`config.mk`:
```
export PLATFORM = sky130hd
export DESIGN_NAME = bitcoin_nonce_scheduler
export DESIGN_NICKNAME = d
export VERILOG_FILES = /design/src/rtl/bitcoin_pkg.sv /design/src/rtl/rr_arbiter.sv /design/src/rtl/bitcoin_nonce_scheduler.sv
export SDC_FILE = /design/constraint.sdc
export NUM_CORES = 1
export LEC_CHECK = 0
export ABC_AREA = 1
export BUFFER_PORTS_ARGS = -buffer_cell sky130_fd_sc_hd__buf_4
export CAP_MARGIN = 20
export CORE_UTILIZATION = 55
export CTS_CLUSTER_DIAMETER = 50
export DETAILED_ROUTE_END_ITERATION = 10
export PLACE_DENSITY = 0.76
export SLEW_MARGIN = 20
export SYNTH_ARGS = -nofsm -noshare
export SYNTH_HDL_FRONTEND = slang
export SYNTH_SLANG_ARGS = --single-unit
```
`constraint.sdc`:
```
create_clock -name clk -period 5.25 [get_ports clk]
set_clock_uncertainty 0.2 [all_clocks]
set_input_delay 0.2625 -clock clk [delete_from_list [all_inputs] [get_ports clk]]
set_output_delay 0.2625 -clock clk [all_outputs]
set_load 0.05 [all_outputs]
```
`src/rtl/bitcoin_pkg.sv`:
```
// Shared types and widths for the bitcoin nonce scheduler.
// Optional feature macro used by the scheduler: BITCOIN_SCHED_MIN_TRACK_EN.
package bitcoin_pkg;

    localparam int NONCE_W = 32;
    localparam int ADDR_W  = 16;
    localparam int WORD_W  = 32;

    typedef enum logic [1:0] {
        IDLE,
        RUN,
        DONE
    } sched_state_t;

endpackage

```
`src/rtl/rr_arbiter.sv`:
```
// Round-robin arbiter: one-hot grant, search starts just after the last granted index.
module rr_arbiter #(
    parameter int N = 4
) (
    input  logic         clk,
    input  logic         reset,
    input  logic [N-1:0] request,
    input  logic         advance,
    output logic [N-1:0] grant
);

    localparam int IDX_W = (N > 1) ? $clog2(N) : 1;

    logic [IDX_W-1:0] last_idx;
    logic [IDX_W-1:0] grant_idx;
    logic [IDX_W-1:0] probe_idx;
    logic             found;
    int               pos;

    always_comb begin
        grant     = '0;
        grant_idx = last_idx;
        probe_idx = '0;
        found     = 1'b0;
        pos       = 0;
        for (int k = 1; k <= N; k++) begin
            pos = int'(last_idx) + k;
            if (pos >= N) begin
                pos = pos - N;
            end
            probe_idx = IDX_W'(pos);
            if (!found && request[probe_idx]) begin
                found            = 1'b1;
                grant[probe_idx] = 1'b1;
                grant_idx        = probe_idx;
            end
        end
    end

    // Reset to the top index so the very first search begins at index 0.
    always_ff @(posedge clk) begin
        if (reset) begin
            last_idx <= IDX_W'(N - 1);
        end else if (advance && found) begin
            last_idx <= grant_idx;
        end
    end

endmodule

```
`src/rtl/bitcoin_nonce_scheduler.sv`:
```
// Dispatches nonces to a bank of SHA-256 cores and serialises their H0 results to memory.
// Define BITCOIN_SCHED_MIN_TRACK_EN to add best_h0/best_nonce minimum tracking.
module bitcoin_nonce_scheduler
    import bitcoin_pkg::*;
#(
    parameter int NUM_CORES  = 4,
    parameter int NUM_NONCES = 16
) (
    input  logic                         clk,
    input  logic                         reset,
    input  logic                         start,
    input  logic [ADDR_W-1:0]            output_addr,
    output logic                         done,
    output logic [NUM_CORES-1:0]         core_start,
    output logic [NUM_CORES*NONCE_W-1:0] core_nonce,
    input  logic [NUM_CORES-1:0]         core_done,
    input  logic [NUM_CORES*WORD_W-1:0]  core_h0,
    output logic                         mem_we,
    output logic [ADDR_W-1:0]            mem_addr,
    output logic [WORD_W-1:0]            mem_write_data
`ifdef BITCOIN_SCHED_MIN_TRACK_EN
    ,
    output logic [WORD_W-1:0]            best_h0,
    output logic [NONCE_W-1:0]           best_nonce
`endif
);

    sched_state_t state, state_next;

    logic [ADDR_W-1:0]  base_addr;
    logic [NONCE_W-1:0] next_nonce;
    logic [NONCE_W-1:0] written;
    logic [NUM_CORES-1:0] busy, pending, capture, grant, write_clear;
    logic [NUM_CORES-1:0] dispatch_oh;
    logic               dispatch_found;
    logic               write_en;
    logic               start_accept;
    logic [NONCE_W-1:0] nonce_q [NUM_CORES];
    logic [WORD_W-1:0]  result  [NUM_CORES];
    logic [ADDR_W-1:0]  wr_offset;
    logic [WORD_W-1:0]  wr_data;
`ifdef BITCOIN_SCHED_MIN_TRACK_EN
    logic [NONCE_W-1:0] wr_nonce;
`endif

    assign start_accept = start && (state != RUN);
    assign write_en     = (state == RUN) && (|pending);
    assign write_clear  = write_en ? grant : '0;
    assign capture      = (state == RUN) ? (core_done & busy & ~pending) : '0;
    assign done         = (state == DONE);

    rr_arbiter #(.N(NUM_CORES)) u_rr_arbiter (
        .clk     (clk),
        .reset   (reset),
        .request (pending),
        .advance (write_en),
        .grant   (grant)
    );

    always_comb begin
        dispatch_oh    = '0;
        dispatch_found = 1'b0;
        if ((state == RUN) && (next_nonce < NONCE_W'(NUM_NONCES))) begin
            for (int i = 0; i < NUM_CORES; i++) begin
                if (!dispatch_found && !busy[i]) begin
                    dispatch_oh[i] = 1'b1;
                    dispatch_found = 1'b1;
                end
            end
        end
    end

    always_comb begin
        wr_offset = '0;
        wr_data   = '0;
`ifdef BITCOIN_SCHED_MIN_TRACK_EN
        wr_nonce  = '0;
`endif
        for (int i = 0; i < NUM_CORES; i++) begin
            if (grant[i]) begin
                wr_offset = nonce_q[i][ADDR_W-1:0];
                wr_data   = result[i];
`ifdef BITCOIN_SCHED_MIN_TRACK_EN
                wr_nonce  = nonce_q[i];
`endif
            end
        end
        mem_we         = write_en;
        mem_addr       = write_en ? (base_addr + wr_offset) : '0;
        mem_write_data = write_en ? wr_data : '0;
    end

    always_comb begin
        for (int i = 0; i < NUM_CORES; i++) begin
            core_nonce[i*NONCE_W +: NONCE_W] = nonce_q[i];
        end
    end

    always_ff @(posedge clk) begin
        if (reset) begin
            state <= IDLE;
        end else begin
            state <= state_next;
        end
    end

    always_comb begin
        state_next = state;
        case (state)
            IDLE: if (start) state_next = RUN;
            RUN:  if (write_en && ((written + 1'b1) == NONCE_W'(NUM_NONCES))) state_next = DONE;
            DONE: if (start) state_next = RUN;
            default: state_next = IDLE;
        endcase
    end

    // A write frees its core in the same edge, so the core is dispatchable next cycle.
    always_ff @(posedge clk) begin
        if (reset) begin
            base_addr  <= '0;
            next_nonce <= '0;
            written    <= '0;
            busy       <= '0;
            pending    <= '0;
            core_start <= '0;
            for (int i = 0; i < NUM_CORES; i++) begin
                nonce_q[i] <= '0;
                result[i]  <= '0;
            end
        end else begin
            core_start <= dispatch_oh;
            if (start_accept) begin
                base_addr  <= output_addr;
                next_nonce <= '0;
                written    <= '0;
                busy       <= '0;
                pending    <= '0;
            end else if (state == RUN) begin
                if (dispatch_found) next_nonce <= next_nonce + 1'b1;
                if (write_en)       written    <= written + 1'b1;
                busy    <= (busy | dispatch_oh) & ~write_clear;
                pending <= (pending | capture) & ~write_clear;
            end
            for (int i = 0; i < NUM_CORES; i++) begin
                if (dispatch_oh[i]) nonce_q[i] <= next_nonce;
                if (capture[i])     result[i]  <= core_h0[i*WORD_W +: WORD_W];
            end
        end
    end

`ifdef BITCOIN_SCHED_MIN_TRACK_EN
    // Strict compare keeps the earliest-written nonce on ties.
    always_ff @(posedge clk) begin
        if (reset) begin
            best_h0    <= '0;
            best_nonce <= '0;
        end else if (start_accept) begin
            best_h0    <= 32'hFFFF_FFFF;
            best_nonce <= '0;
        end else if (write_en && (wr_data < best_h0)) begin
            best_h0    <= wr_data;
            best_nonce <= wr_nonce;
        end
    end
`endif

endmodule

```
# Yosys cells after proc, flatten, opt, wreduce, memory -nomap -nowiden

Memory sizes are Yosys's and may differ from the RTL's.
Index checks and enable logic that the tools add are counted.

$add $sub $neg: 11
$mul: 0
Divide/modulo/power cells: 0
Magnitude comparators: 13
Equality and inequality tests: 6
Shifts and indexed selects: 0
Mux-type cells: 93
Bitwise logic cells: 19
Reductions and logical operators: 33

Operators with widths:

| kind                    | count |
|---|---|
| $mux W32                | 13 |
| $mux W16                | 5 |
| $add A32 B1 Y32 const B | 2 |
| $mux W1                 | 49 |
| $eq A32 B5 Y1 const B   | 1 |
| $lt A32 B5 Y1 const B   | 1 |
| $mux W4                 | 7 |
| $mux W2                 | 10 |
| $or A4 B4 Y4            | 5 |
| $add A16 B16 Y16        | 1 |
| $and A4 B4 Y4           | 4 |
| $logic_and A1 B1 Y1     | 15 |
| $lt A2 B3 Y1 const B    | 4 |
| $ge A3 B3 Y1 const B    | 3 |
| $logic_not A1 Y1        | 9 |
| $bmux W1 S2             | 4 |
| $demux W1 S2            | 4 |
| $ge A2 B1 Y1 const B    | 4 |
| $not A4 Y4              | 2 |
| $or A1 B1 Y1            | 8 |
| $reduce_and A2 Y1       | 4 |
| $sub A2 B1 Y2 const B   | 4 |
| $add A2 B2 Y3 const B   | 2 |
| $add A2 B3 Y4 const B   | 1 |
| 11 further kinds        | 13 |

Flip-flop bits (word level): 96
Latch bits: 0
RAM bits: 256
Memory bits (read-only): 0
Input bits: 151
Output and inout port bits: 182
Memories: 2

Memories:

| memory  | depth | width | rd ports | clocked after memory_dff | wr ports | line                          | source |
|---|---|---|---|---|---|---|---|
| nonce_q | 4     | 32    | 4        | 0                        | 4        | bitcoin_nonce_scheduler.sv:38 | `logic [NONCE_W-1:0] nonce_q [NUM_CORES];` |
| result  | 4     | 32    | 4        | 0                        | 4        | bitcoin_nonce_scheduler.sv:39 | `logic [WORD_W-1:0] result [NUM_CORES];` |

# Depth between registers and ports, before layout

Depth after elaboration: 21
Mapped depth: 31

# By module

Synthesis repeated with hierarchy kept, for this count alone.

Cells, all modules: 1759
Area total of the unflattened synthesis: 16069.2 um^2

Modules (own cells, without submodules):

| module                  | instances | cells an instance | area each (um^2) |
|---|---|---|---|
| bitcoin_nonce_scheduler | 1         | 1666              | 15491.1 |
| rr_arbiter              | 1         | 93                | 578.1 |

# Worst setup path after synthesis

Ideal clock, no wire load.

Path type: register to output
From: register u_rr_arbiter.last_idx[0]
To: output mem_addr[12]
Data arrival time: 4.783 ns
Slack: 0.005 ns
Stages on the path, launching flop included: 29
Path buffers: 2
Cells stage by stage: dfxtp_1 inv_2 ha_1 inv_1 nand3_1 nand2_4 nand2_2 nor2_4 nand2_2 o21ai_4 inv_2 buf_4 buf_6 a21oi_1 ha_1 inv_1 fa_1 nor2_1 nand2_1 nand2_1 nand2_1 o21ai_0 inv_1 nor2_1 nor2_1 o21ai_0 a21boi_0 xor2_1 nor2_1

Word-level cells in the longest chain between the ends: 21
Elaborated cells between the ends (all ways): 66
Classes of those cells: 9 x add/sub; 12 x order compare; 32 x mux; 3 x bitwise; 10 x reduce/logical

Ends and longest elaborated chain:

| item                                                   | line                          | source |
|---|---|---|
| start: declaration                                     | rr_arbiter.sv:14              | `logic [IDX_W-1:0] last_idx;` |
| start signal: assignment                               | rr_arbiter.sv:43              | `last_idx <= IDX_W'(N - 1);` |
| start signal: assignment                               | rr_arbiter.sv:45              | `last_idx <= grant_idx;` |
| branches (longest 14 deep; another with $add A2 B1 Y3) | --                            |  |
| $mux W4 (*)                                            | rr_arbiter.sv:32              | `if (!found && request[probe_idx]) begin` |
| $mux W16 (3 in series)                                 | bitcoin_nonce_scheduler.sv:80 | `if (grant[i]) begin` |
| $mux W16 (*)                                           | bitcoin_nonce_scheduler.sv:80 |  |
| $add A16 B16 Y16 (*)                                   | bitcoin_nonce_scheduler.sv:89 | `mem_addr = write_en ? (base_addr + wr_offset) : '0;` |
| $mux W16 (*)                                           | bitcoin_nonce_scheduler.sv:89 |  |
| end: declaration                                       | bitcoin_nonce_scheduler.sv:19 | `output logic [ADDR_W-1:0] mem_addr,` |

Mark *: on every way between the ends. The select of a mux whose other input is x is not followed.

# Final worst setup path

From: register u_rr_arbiter.last_idx[0]
To: output mem_addr[10]

The elaborated chain is that of the path after synthesis.

==> out/metrics.cfg <==
[status]
outcome = finished clean

[routing]
vias_per_cell = 5.21
drt-pass1-iter-count = 7
drc = 0
drt-total-wl_mm = 49.2
num_vias = 14400
dr.first_iter.drc_count = 1487
detail-route-antenna-nets = 0
routedWlPerCell_um = 17.8

[placed_design]
hpwlAfterDp_mm = 30.2
portBuffers = 332
pre_cts_ws_ns = 0.181
place_area_um2 = 19300
gp_congestion = 0.882

[floorplan]
io_pins = 333
fp.dieH_um = 173
die_area_um2 = 29800
die_width_um = 173
core_um2 = 28600
num_rows = 62
initial_utilization_pct = 55.9

[worst_setup_path]
crit_slowest_cell = fa_2
slowest_delay_ns = 0.40
cp-start-kind = register
required_ns = 4.79
critPathArrivalTime_ns = 4.67
crit_type = reg -> out
end_kind = output pin
path_max_fanout = 7

[synth]
ys.flop_type = edfxtp_1
synth_edf_count = 256
syn_inst = 1745
synth_common_cells = 317 x nor2_1, 276 x nand2_1, 270 x inv_1, 256 x edfxtp_1, 126 x a21oi_1
ys_top_cells_by_area = edfxtp_1 48%, dfxtp_1 12%, nor2_1 7.4%
synth_top_area_share_pct = 48.1
ys_ff_latch = 352
ys_types = 43
synth.avg_cell_area_um2 = 9.16
synth_top_cell_by_area = edfxtp_1
ys_warn_count = 0
seq_area_frac_synth_pct = 60.1
yosysMostFrequentCell = nor2_1
syn_area_um2 = 16000
ys_async_sr_fraction_pct = 0

[clocking]
clock_latency_ns = 0.53
root_buffer = clkbuf_16
cts_buffers = 41
cts_tree = yes
cts.sinks = 352
clk_pin_slew_ns = 0.06
cts_buffer_depth = 3
h-tree-depth = 2

[power_and_ir_drop]
comb_power_share_pct = 11.9
power.share.sequential_pct = 47.7
p_sw_mw = 1.72
p_per_area_nw_per_um2 = 298
p_sw_share_pct = 26.0
p_leak_nw = 10.3
p_clk_share_pct = 40.4
ir_worst_vdd_mv = 0.317
p_int_mw = 4.90

[job]
drv_cap = 0

[layout]
nets = 2527
drive_gt1_share_pct = 19.9
final_cell_area_um2 = 22200
fillers = 1828
syn_to_final_growth_pct = 39.0

[global_route]
grt_pass1_wl_mm = 75.9
first_global_vias = 14400
grt_max_degree = 57
grt.total_usage_pct = 32.5
antenna_found_initial = 3
grt-ovfl-total = 0

[timing]
worstMarginPinSlew_ns = 1.01
maxSlewHeadroom_pct = 32.8
fin_ws_ns = 0.113
finalHoldViolations = 0
period_share_pct = 97.9
timing.fmax_mhz = 195
period_minus_slack_ns = 5.14
holdWs_ns = 0.0264
tns_ns = 0
setup_violations = 0
report.final.slew_viol_count = 0

[min_path]
hold_class = in -> reg

==> cells in the final DEF (no fill, tap or decap), drive strengths merged <==
cell,instances
clkinvlp,1
a21o,3
nand4,14
a31oi,1
dlygate4sd3,149
o31ai,1
a22oi,1
clkbuf,52
a21boi,1
nand3,97
o211ai,36
a211oi,3
nand2,282
or2,5
edfxtp,256
xor2,15
nor3,23
ha,28
o21ai,80
a21oi,127
xnor2,3
nand3b,1
nor4,2
nor2,320
inv,284
conb,112
fa,1
a221oi,1
buf,368
o21bai,2
clkinv,15
dfxtp,96
diode,2
==> final cells by class <==
class                   instances  area [um2]  share of cell area (%)
well taps                     384         480                    2.16
repair buffers                517        4300                    19.3
multi-input cells            1159        5520                    24.8
clock buffers                  52        1100                    4.94
inverters                     276        1040                    4.69
flip-flops and latches        352        9610                    43.2
diodes                          2        5.00                  0.0225
clock inverters                24         174                   0.782
==> worst max-delay path: cells and delay by family (launching register included) <==
kind                     cells  cell delay (ns)
adder cells (fa/ha/maj)      3             0.93
AND/OR/NAND/NOR             14             1.23
buffers and inverters        8             0.81
flip-flops                   1             0.34
AO/OA/AOI/OAI                6             0.83
==> power groups by stage <==
stage / Sequential [mW] / Combinational (mW) / Clock [mW]
3_3_place_gp: 3.21 / 0.656 / 0
6_report: 3.16 / 0.786 / 2.68
4_1_cts: 3.15 / 0.756 / 2.68
3_5_place_dp: 3.21 / 0.665 / 0
2_1_floorplan: 3.41 / 0.191 / 0
5_1_grt: 3.17 / 0.827 / 2.80
==> flip-flops by register name (all words and copies together), names as in the netlist <==
signal and cells:
base_addr 16, busy 4, core_start 4, next_nonce 32
nonce_q 128, pending 4, result 128, state 2
u_rr_arbiter.last_idx 2, written 32
==> cell families (layout without fill, tap and decap cells) <==
group	count (synthesis)	after routing	share of synthesized area, %
xor gates and xnor gates	18	18	0.986
adders and majority gates	29	29	2.32
buffers and inverters	345	869	8.64
AOI/OAI and AO/OA	256	256	8.87
DFF	352	352	60.1
and+or+nand+nor	744	744	19.1
other	1	114	0.0234
==> worst paths after layout <==
check                           slack (ns)                           to  cells past startpoint                                   from
worst max register to register        1.88     written[19]$_SDFFE_PP0P_                     12                  state[0]$_SDFFE_PP0P_
worst min register to register        0.24  next_nonce[16]$_SDFFE_PP0P_                      2            next_nonce[16]$_SDFFE_PP0P_
worst min-delay path                  0.03      pending[3]$_SDFFE_PP0P_                      5                           core_done[3]
worst max-delay path                  0.11                 mem_addr[10]                     31  u_rr_arbiter.last_idx[0]$_SDFFE_PP1P_
==> per-stage QoR <==
step	total power [mW]	util [%]	std cells
2_1_floorplan	3.60	-	1856
3_3_place_gp	3.86	67.3	2530
3_5_place_dp	3.88	67.3	2530
4_1_cts	6.59	77.0	2755
5_1_grt	6.80	77.7	2766
6_report	6.62	77.7	2766
==> repair_timing <==
item	CTS	global route
endpoints found under the hold margin	153	0
pin swaps	0	16
buffers inserted	0	8
hold buffers	149	0
gates resized for setup	6	34
setup endpoints to repair	2	6
==> layer usage <==
layer / wire (um) / part of all wire, % / GRT usage, %
met3: 3860 / 7.8 / 5.61
met2: 24700 / 50 / 56.9
met1: 18800 / 38 / 39.5
met4: 1770 / 3.6 / 13.4
met5: 12 / 0.024 / 0
(Power assumes the default switching activity.)
